## src/rtl/stack_matrix_driver_if.sv

```systemverilog
// Signal bundle between the stacker game FSM / LED board (master) and the matrix driver (slave).
// Plain wires only; the driver applies no flow control and accepts a write or clear on every cycle.
interface stack_matrix_driver_if;
    logic       wr_en;
    logic [2:0] wr_row;
    logic [7:0] wr_data;
    logic       clr;
    logic [2:0] rd_row;
    logic [7:0] rd_data;
    logic [7:0] row_sel_n;
    logic [7:0] col_data;
    logic       frame_start;

    modport master (
        output wr_en, wr_row, wr_data, clr, rd_row,
        input  rd_data, row_sel_n, col_data, frame_start
    );

    modport slave (
        input  wr_en, wr_row, wr_data, clr, rd_row,
        output rd_data, row_sel_n, col_data, frame_start
    );
endinterface

```

## src/rtl/stack_matrix_driver.sv

```systemverilog
// 8x8 playfield store plus row-multiplexed LED scan; writes land in 1 cycle, readback is 1 cycle.
// No backpressure: writes/clears are accepted every cycle, display outputs are registered.
module stack_matrix_driver #(
    parameter int SCAN_DIV     = 50000,
    parameter int BLANK_CYCLES = 16
) (
    input logic                  clk,
    input logic                  reset,
    stack_matrix_driver_if.slave mx
);
    localparam logic [0:0]  BLANK      = 1'b0;
    localparam logic [0:0]  DRIVE      = 1'b1;
    localparam logic [15:0] DIV_LAST   = 16'(SCAN_DIV - 1);
    localparam logic [15:0] BLANK_LAST = 16'(BLANK_CYCLES - 1);

    logic [7:0]  mem [8];
    logic [15:0] div;
    logic [2:0]  ptr;
    logic [0:0]  state;
    logic [7:0]  snap;
    logic [7:0]  rd_q;
    logic [7:0]  row_q;
    logic [7:0]  col_q;
    logic        frame_q;

    logic        div_wrap;
    logic        to_drive;
    logic        to_blank;
    logic [0:0]  state_nxt;
    logic [7:0]  snap_nxt;

    always_comb begin
        div_wrap  = (div == DIV_LAST);
        to_drive  = (state == BLANK) && (div == BLANK_LAST);
        to_blank  = (state == DRIVE) && div_wrap;
        state_nxt = state;
        if (to_drive)
            state_nxt = DRIVE;
        else if (to_blank)
            state_nxt = BLANK;
        // Snapshot is frozen for the slot; only a clear may disturb it mid-slot.
        snap_nxt = snap;
        if (mx.clr)
            snap_nxt = 8'h00;
        else if (to_drive)
            snap_nxt = (mx.wr_en && (mx.wr_row == ptr)) ? mx.wr_data : mem[ptr];
    end

    always_ff @(posedge clk) begin
        if (reset) begin
            div     <= '0;
            ptr     <= '0;
            state   <= BLANK;
            snap    <= '0;
            rd_q    <= '0;
            row_q   <= 8'hFF;
            col_q   <= 8'h00;
            frame_q <= 1'b0;
            for (int i = 0; i < 8; i++)
                mem[i] <= '0;
        end else begin
            div     <= div_wrap ? 16'd0 : div + 16'd1;
            ptr     <= div_wrap ? ptr + 3'd1 : ptr;
            state   <= state_nxt;
            snap    <= snap_nxt;
            rd_q    <= mem[mx.rd_row];
            row_q   <= (state_nxt == DRIVE) ? ~(8'h01 << ptr) : 8'hFF;
            col_q   <= (state_nxt == DRIVE) ? snap_nxt : 8'h00;
            // ptr only reaches 0 by wrapping here, so the post-reset slot never pulses.
            frame_q <= div_wrap && (ptr == 3'd7);
            if (mx.clr) begin
                for (int i = 0; i < 8; i++)
                    mem[i] <= '0;
            end else if (mx.wr_en) begin
                mem[mx.wr_row] <= mx.wr_data;
            end
        end
    end

    assign mx.rd_data     = rd_q;
    assign mx.row_sel_n   = row_q;
    assign mx.col_data    = col_q;
    assign mx.frame_start = frame_q;
endmodule

```

## src/flat_wrapper.sv

```systemverilog
// flat-port wrapper written by rule: the top's interface ports become plain ports
module stack_matrix_driver_flat 
#(
    parameter int SCAN_DIV     = 50000,
    parameter int BLANK_CYCLES = 16
)
  (clk, reset, mx_wr_en, mx_wr_row, mx_wr_data, mx_clr, mx_rd_row, mx_rd_data, mx_row_sel_n, mx_col_data, mx_frame_start);
  stack_matrix_driver_if mx_i ();
  input logic clk;
  input logic reset;
  input wire logic [$bits(mx_i.wr_en)-1:0] mx_wr_en;
  input wire logic [$bits(mx_i.wr_row)-1:0] mx_wr_row;
  input wire logic [$bits(mx_i.wr_data)-1:0] mx_wr_data;
  input wire logic [$bits(mx_i.clr)-1:0] mx_clr;
  input wire logic [$bits(mx_i.rd_row)-1:0] mx_rd_row;
  output wire logic [$bits(mx_i.rd_data)-1:0] mx_rd_data;
  output wire logic [$bits(mx_i.row_sel_n)-1:0] mx_row_sel_n;
  output wire logic [$bits(mx_i.col_data)-1:0] mx_col_data;
  output wire logic [$bits(mx_i.frame_start)-1:0] mx_frame_start;
  assign mx_i.wr_en = mx_wr_en;
  assign mx_i.wr_row = mx_wr_row;
  assign mx_i.wr_data = mx_wr_data;
  assign mx_i.clr = mx_clr;
  assign mx_i.rd_row = mx_rd_row;
  assign mx_rd_data = mx_i.rd_data;
  assign mx_row_sel_n = mx_i.row_sel_n;
  assign mx_col_data = mx_i.col_data;
  assign mx_frame_start = mx_i.frame_start;
  stack_matrix_driver #(.SCAN_DIV(SCAN_DIV), .BLANK_CYCLES(BLANK_CYCLES)) u_core (.clk(clk), .reset(reset), .mx(mx_i));
endmodule
```

## config.mk

```make
export PLATFORM = sky130hd
export DESIGN_NAME = stack_matrix_driver_flat
export DESIGN_NICKNAME = d
export VERILOG_FILES = /design/src/rtl/stack_matrix_driver_if.sv /design/src/rtl/stack_matrix_driver.sv /design/src/flat_wrapper.sv
export SDC_FILE = /design/constraint.sdc
export NUM_CORES = 1
export LEC_CHECK = 0
export ABC_AREA = 1
export CORE_MARGIN = 5
export CORE_UTILIZATION = 58
export DETAILED_ROUTE_END_ITERATION = 10
export GPL_TIMING_DRIVEN = 0
export PLACE_DENSITY = 0.79
export SLEW_MARGIN = 10
export SYNTH_ARGS = -nofsm -noshare
export SYNTH_HDL_FRONTEND = slang
export SYNTH_SLANG_ARGS = --single-unit
```

## constraint.sdc

```tcl
create_clock -name clk -period 2 [get_ports clk]
set_input_delay 0.3 -clock clk [delete_from_list [all_inputs] [get_ports clk]]
set_output_delay 0.3 -clock clk [all_outputs]
set_load 0.01 [all_outputs]
```

==> flow_metrics.py, run 1 <==
metrics = {
    "cells_and_area": {
        "syn2layout_area_growth_pct": 21.5,
        "nets": 787,
        "final_common_cell": "nor2_1",
        "layout-drive-gt1-share_pct": 10.5,
        "final_cells": 907,
        "antenna-diode-count": 0,
        "layout_common_cells": "167 x nor2_1, 145 x nand2_1, 64 x edfxtp_1",
    },
    "routing": {
        "vias": 5026,
        "drcViolationCount": 2,
        "drt-vias-per-instance": 5.54,
        "ant_nets": 0,
        "drt_iter0_markers": 560,
        "first_pass_iters": 8,
        "wl_per_cell_um": 16.6,
        "wl_um": 15000,
    },
    "sta": {
        "fmax_mhz": 563,
        "rsz0062_at_grt": "no",
        "hold_viol": 0,
        "finClkSkew_ns": 0.00924,
        "finalCritPeriodShare_pct": 88.8,
        "slew_violations": 0,
        "min_period_ns": 1.78,
        "setup_violations": 0,
        "worst_pin_slew_ns": 0.499,
        "fin_ws_ns": 0.225,
        "fin_tns_setup_ns": 0,
        "max-slew-margin-rel_pct": 66.8,
    },
    "clocking": {
        "clockBufferDepth": 2,
        "clock-root-buffer": "clkbuf_8",
        "clk-insertion-delay-late_ns": 0.52,
        "cts_max_level": 4,
        "clock_sinks": 120,
        "cts_buffers": 17,
        "cts_hold_buf": 0,
        "cts_tree": "built",
        "clk_pin_slew_worst_paths_ns": 0.06,
    },
    "synth": {
        "netlist_instances": 701,
        "synthAdderAreaFrac_pct": 1.55,
        "synth.distinct_cells": 33,
        "synth_top_family_by_area": "simple AND/OR/NAND/NOR gates",
        "synth_compound_area_share_pct": 6.54,
        "synth_simple_gate_area_share_pct": 30.1,
        "synthMuxAreaShare_pct": 1.41,
        "syn_avg_cell_area_um2": 8.07,
        "synth_nets": 726,
        "synth_warnings": 0,
        "ys_seq_area_share_pct": 53.8,
        "syn_area_um2": 5660,
        "synth_xor_area_share_pct": 0.619,
        "ys_ff_latch": 120,
    },
    "setup_path": {
        "r2r_cells": 9,
        "r2r_setup_slack_ns": 0.22,
        "path_cells": "buf_2, clkbuf_1, nand3_1, nand2_1, nand2_1, nand3_1, nand2_1, nand2_1, nor2_1",
        "worstSetupPathType": "flop to flop",
        "critPathArrivalTime_ns": 2.17,
        "critical_path.slowest_cell": "clkbuf_1",
        "crit_path_frequent_cell": "nand2_1",
        "worstSetupPathDepth": 9,
        "critPathMaxFanout": 10,
        "reg2reg_to": "u_core.snap[1]$_SDFF_PP0_",
        "critPathMaxStageDelay_ns": 0.43,
        "critPathBufInv": 2,
        "crit_path_end": "u_core.snap[1]$_SDFF_PP0_",
        "crit_family": "simple AND/OR/NAND/NOR gates",
        "required_ns": 2.40,
        "endpoint_kind": "flop",
        "cp-start-kind": "flop",
    },
    "outcome": {
        "status": "finished with violations",
        "violations": "design-rule violations",
    },
    "power": {
        "irDropWorstVdd_uv": 729,
        "p_per_area_nw_per_um2": 892,
        "p_leak_nw": 2.84,
    },
    "global_routing": {
        "grt_antenna_before_repair": 0,
        "grt_pass1_wl_um": 24100,
        "track_usage_pct": 27.1,
        "grt_pass1_vias": 4807,
        "grt_overflow": 0,
        "grt_max_degree": 17,
    },
    "floorplanning": {
        "initial_utilization_pct": 58.7,
        "num_rows": 36,
        "ios": 43,
        "die_h_um": 109,
        "core_um2": 9640,
        "dieArea_um2": 11800,
        "die_w_um": 109,
    },
    "placement": {
        "place.gp.congestion": 0.948,
        "post-place-ws_ns": -0.550,
        "dp_hpwl_um": 10700,
        "portBuffers": 40,
        "dpl.cell_count": 874,
    },
    "hold_path": {
        "hold_path.class": "input pin to flop",
    },
    "run": {
        "maxCapViolCount": 0,
    },
}
[flip-flops by register name, indices dropped and copies added (netlist names), named ones only]
register	cells
u_core.div	16
u_core.mem	64
u_core.mx.col_data	8
u_core.mx.frame_start	1
u_core.mx.rd_data	8
u_core.mx.row_sel_n	8
u_core.ptr	3
u_core.snap	8
u_core.state	1
[cell type report]
type                            count  area (um^2)
Buffer                             26          129
Clock inverter                      5         51.3
Multi-Input combinational cell    499         2310
Tap cell                          133          166
Timing Repair Buffer               42          415
Fill cell                         769         2760
Inverter                           56          210
Clock buffer                       26          552
Sequential cell                   120         3040
[worst min-delay path by stage]
stage                                   from                         endpoint  slack, ns  cells after the start
global placement    u_core.div[0]$_SDFF_PP0_         u_core.div[0]$_SDFF_PP0_       0.43                      1
detailed placement  u_core.div[0]$_SDFF_PP0_         u_core.div[0]$_SDFF_PP0_       0.45                      1
floorplan                              reset        u_core.snap[1]$_SDFF_PP0_       0.37                      1
CTS                             mx_rd_row[2]  u_core.mx.rd_data[0]$_SDFF_PP0_       0.20                      3
global route                    mx_rd_row[2]  u_core.mx.rd_data[5]$_SDFF_PP0_       0.24                      3
finish                          mx_rd_row[2]  u_core.mx.rd_data[4]$_SDFF_PP0_       0.23                      3
[synthesized netlist by cell type]
cell type / count / area share, %
o21ai_0: 37 / 3.3
nor2_2: 3 / 0.33
nor3_1: 2 / 0.18
dfxtp_1: 56 / 20
buf_4: 1 / 0.13
a21oi_1: 19 / 1.7
or2_2: 1 / 0.11
nor2_1: 169 / 11
clkinv_1: 9 / 0.60
xor2_1: 3 / 0.46
o22ai_1: 8 / 0.88
inv_2: 6 / 0.40
nand3b_1: 1 / 0.13
nand4_2: 1 / 0.22
nand2_4: 1 / 0.20
nor2_4: 2 / 0.40
buf_2: 16 / 1.4
edfxtp_1: 64 / 34
inv_1: 41 / 2.7
buf_6: 1 / 0.20
nand3_1: 56 / 5.0
nor3b_1: 2 / 0.27
o21ai_1: 8 / 0.71
or2_0: 1 / 0.11
nand2_2: 3 / 0.33
nand2_1: 156 / 10
nand4_1: 8 / 0.88
mux2i_1: 8 / 1.4
clkbuf_1: 8 / 0.53
nand3_2: 1 / 0.18
nor3_4: 1 / 0.29
xnor2_1: 1 / 0.15
ha_1: 7 / 1.5
[stage by stage]
step	util, %	hold slack (ns)	area, um^2	power, W
after global routing	71.4	0.238	6880	0.00632
final	71.4	0.232	6880	0.00613
after detailed placement	64.6	0.451	6230	0.00315
after global placement	64.6	0.430	6230	0.00314
after CTS	70.9	0.204	6830	0.00613
after floorplan	-	0.372	5660	0.00299
[worst register-to-register path: stages (launching register included)]
cell	delay (ns)
dfxtp_1	0.30
buf_2	0.22
clkbuf_1	0.43
nand3_1	0.19
nand2_1	0.11
nand2_1	0.08
nand3_1	0.11
nand2_1	0.08
nand2_1	0.09
nor2_1	0.04
[what timing repair did]
item,CTS,global route
resized for setup,0,13
pin swaps,0,1
buffers inserted,0,2
setup endpoints to repair,32,64
cloned,0,0
[logic make-up (layout without fill, tap and decap cells)]
logic type,count (synthesis),count (layout)
muxes,8,8
buffers and inverters,82,155
and+or+nand+nor,408,408
DFF,120,120
xor gates and xnor gates,4,4
adders and majority gates,7,7
AOI/OAI and AO/OA,72,72
[report_power, final]
| group | switching [W] | internal [W] |
|---|---|---|
| logic | 0.000241 | 0.000137 |
| registers | 0.0000520 | 0.00269 |
| clock network | 0.00102 | 0.00199 |
[routing by layer]
| layer | wire length, um | global-route usage [%] | share of wire, % | vias up |
|---|---|---|---|---|
| met1 | 5890 | 33.9 | 39 | 2304 |
| li1 | - | - | - | 2413 |
| met2 | 7260 | 44.2 | 48 | 268 |
| met5 | 0 | 0 | 0 | - |
| met4 | 537 | 13.7 | 3.6 | 0 |
| met3 | 1330 | 6.28 | 8.9 | 41 |
Note: power is estimated with default switching activity, not from simulation.
==> run 2, diff against run 1 <==
CORE_UTILIZATION = 36   (was 58)
PLACE_DENSITY = not set   (was 0.79)
==> run 2 against run 1 <==
  * Via count is 5.1% lower
  * Largest cell class unchanged
  * The flow now finishes without violations
  * Fmax decreased by 6.3%
  * Critical path type is now input pin to flop
  * Routed wire length increased by 0.96%
==> flow_metrics.py, run 2 (same netlist as run 1, synthesis figures left out) <==
metrics = {
    "outcome": {
        "status": "finished, final reports clean",
    },
    "placement": {
        "place.gp.congestion": 0.922,
        "dp_hpwl_um": 11100,
        "post-place-ws_ns": -0.669,
        "portBuffers": 40,
    },
    "sta": {
        "fin_tns_setup_ns": 0,
        "setup_violations": 0,
        "min_period_ns": 1.89,
        "fin_ws_ns": 0.106,
        "hold_viol": 0,
        "fmax_mhz": 528,
        "finClkSkew_ns": 0.0130,
        "max-slew-margin-rel_pct": 64.9,
        "slew_violations": 0,
        "finalCritPeriodShare_pct": 94.7,
        "worst_pin_slew_ns": 0.527,
        "whs_ns": 0.275,
        "rsz0062_at_grt": "yes",
    },
    "cells_and_area": {
        "final_common_cell": "nor2_1",
        "syn2layout_area_growth_pct": 22.4,
        "layout_common_cells": "169 x nor2_1, 146 x nand2_1, 64 x edfxtp_1",
        "layout-drive-gt1-share_pct": 9.82,
        "fin_util_pct": 45.2,
        "largest_register_ffs": 64,
        "nets": 786,
        "reg_top3": "u_core.mem: 64 flops, u_core.div: 16 flops",
        "regMostFlops": "u_core.mem",
        "antenna-diode-count": 0,
    },
    "floorplanning": {
        "die_w_um": 135,
        "num_rows": 45,
        "ios": 43,
        "initial_utilization_pct": 37.0,
        "dieArea_um2": 18300,
        "core_um2": 15300,
        "die_h_um": 135,
    },
    "clocking": {
        "clk_pin_slew_worst_paths_ns": 0.05,
        "clock_sinks": 120,
        "cts_buffers": 17,
        "cts_hold_buf": 0,
        "clk-insertion-delay-late_ns": 0.42,
        "clock-root-buffer": "clkbuf_16",
        "cts_max_level": 4,
        "clockBufferDepth": 2,
        "cts_tree": "built",
    },
    "power": {
        "p_leak_nw": 2.81,
        "p_per_area_nw_per_um2": 868,
        "irDropWorstVdd_uv": 544,
    },
    "setup_path": {
        "critical_path.slowest_cell": "clkdlybuf4s50_1",
        "critPathArrivalTime_ns": 1.99,
        "crit_family": "simple AND/OR/NAND/NOR gates",
        "endpoint_kind": "flop",
        "crit_path_frequent_cell": "nand2_1",
        "path_cells": "clkdlybuf4s50_1, nor2_4, nand2_1, nor2_1, nand2_1, nand2_2",
        "worstSetupPathType": "input pin to flop",
        "critPathBufInv": 1,
        "critPathMaxStageDelay_ns": 0.52,
        "critPathMaxFanout": 9,
        "cp-start-kind": "input pin",
        "required_ns": 2.10,
    },
    "hold_path": {
        "hold_path.class": "input pin to flop",
    },
    "routing": {
        "wl_per_cell_um": 15.4,
        "drt_iter0_markers": 525,
        "drcViolationCount": 0,
        "wl_um": 15200,
        "first_pass_iters": 5,
        "drt-vias-per-instance": 4.84,
        "vias": 4772,
        "ant_nets": 0,
    },
    "global_routing": {
        "grt_antenna_before_repair": 0,
        "grt_overflow": 0,
        "track_usage_pct": 17.4,
        "grt_max_degree": 17,
        "grt_pass1_vias": 4611,
        "grt_pass1_wl_um": 24400,
    },
    "run": {
        "maxCapViolCount": 0,
    },
}
-- run 2: power breakdown --
part / leakage [nW] / internal, W / switching [W] / total, W
logic: 1.38 / 0.000136 / 0.000240 / 0.000375
registers: 1.15 / 0.00269 / 0.0000554 / 0.00274
clock network: 0.284 / 0.00182 / 0.00107 / 0.00289
total: 2.81 / 0.00465 / 0.00136 / 0.00601
-- run 2: worst paths after layout --
kind                       startpoint                               end  slack, ns  cells past startpoint
max                             reset    u_core.mem[5][2]$_SDFFCE_PN0P_       0.11                      6
max reg2reg                      flop  u_core.mx.col_data[1]$_SDFF_PP0_       0.24                      9
min                      mx_rd_row[2]   u_core.mx.rd_data[7]$_SDFF_PP0_       0.27                      3
min reg2reg  u_core.div[0]$_SDFF_PP0_          u_core.div[0]$_SDFF_PP0_       0.45                      1
-- run 2: area by class of cell --
| type | count | area, um^2 |
|---|---|---|
| Buffer | 26 | 129 |
| Clock buffer | 26 | 532 |
| Clock inverter | 6 | 37.5 |
| Fill cell | 1559 | 8390 |
| Inverter | 56 | 210 |
| Multi-Input combinational cell | 499 | 2300 |
| Sequential cell | 120 | 3040 |
| Tap cell | 211 | 264 |
| Timing Repair Buffer | 41 | 408 |
-- run 2: stage by stage --
stage / cells / instance area [um^2] / power, W
floorplan: 701 / 5660 / 0.00299
global placement: 952 / 6320 / 0.00315
detailed placement: 952 / 6320 / 0.00316
CTS: 985 / 6920 / 0.00606
global route: 985 / 6930 / 0.00623
finish: 985 / 6930 / 0.00601
-- run 2: per-layer routing --
metal	share of wire, %	vias to the layer above	routed length [um]	global-route usage (%)
li1	-	2411	-	-
met5	0	-	0	0
met4	2.6	0	393	7.73
met2	46	187	6920	26.8
met3	7.2	31	1100	4.72
met1	45	2143	6750	23.0
-- run 2: repair_timing --
action | in CTS | in global routing
resized for setup | 9 | 1
buffers inserted | 1 | 0
endpoints found under the setup margin | 64 | 21
pin swaps | 1 | 0
endpoints found under the hold margin | 0 | 0
-- run 2: tightest hold or removal path, delay by kind of cell --
kind	cells	cell delay, ns
buffers and inverters	1	0.17
AND/OR/NAND/NOR	2	0.18
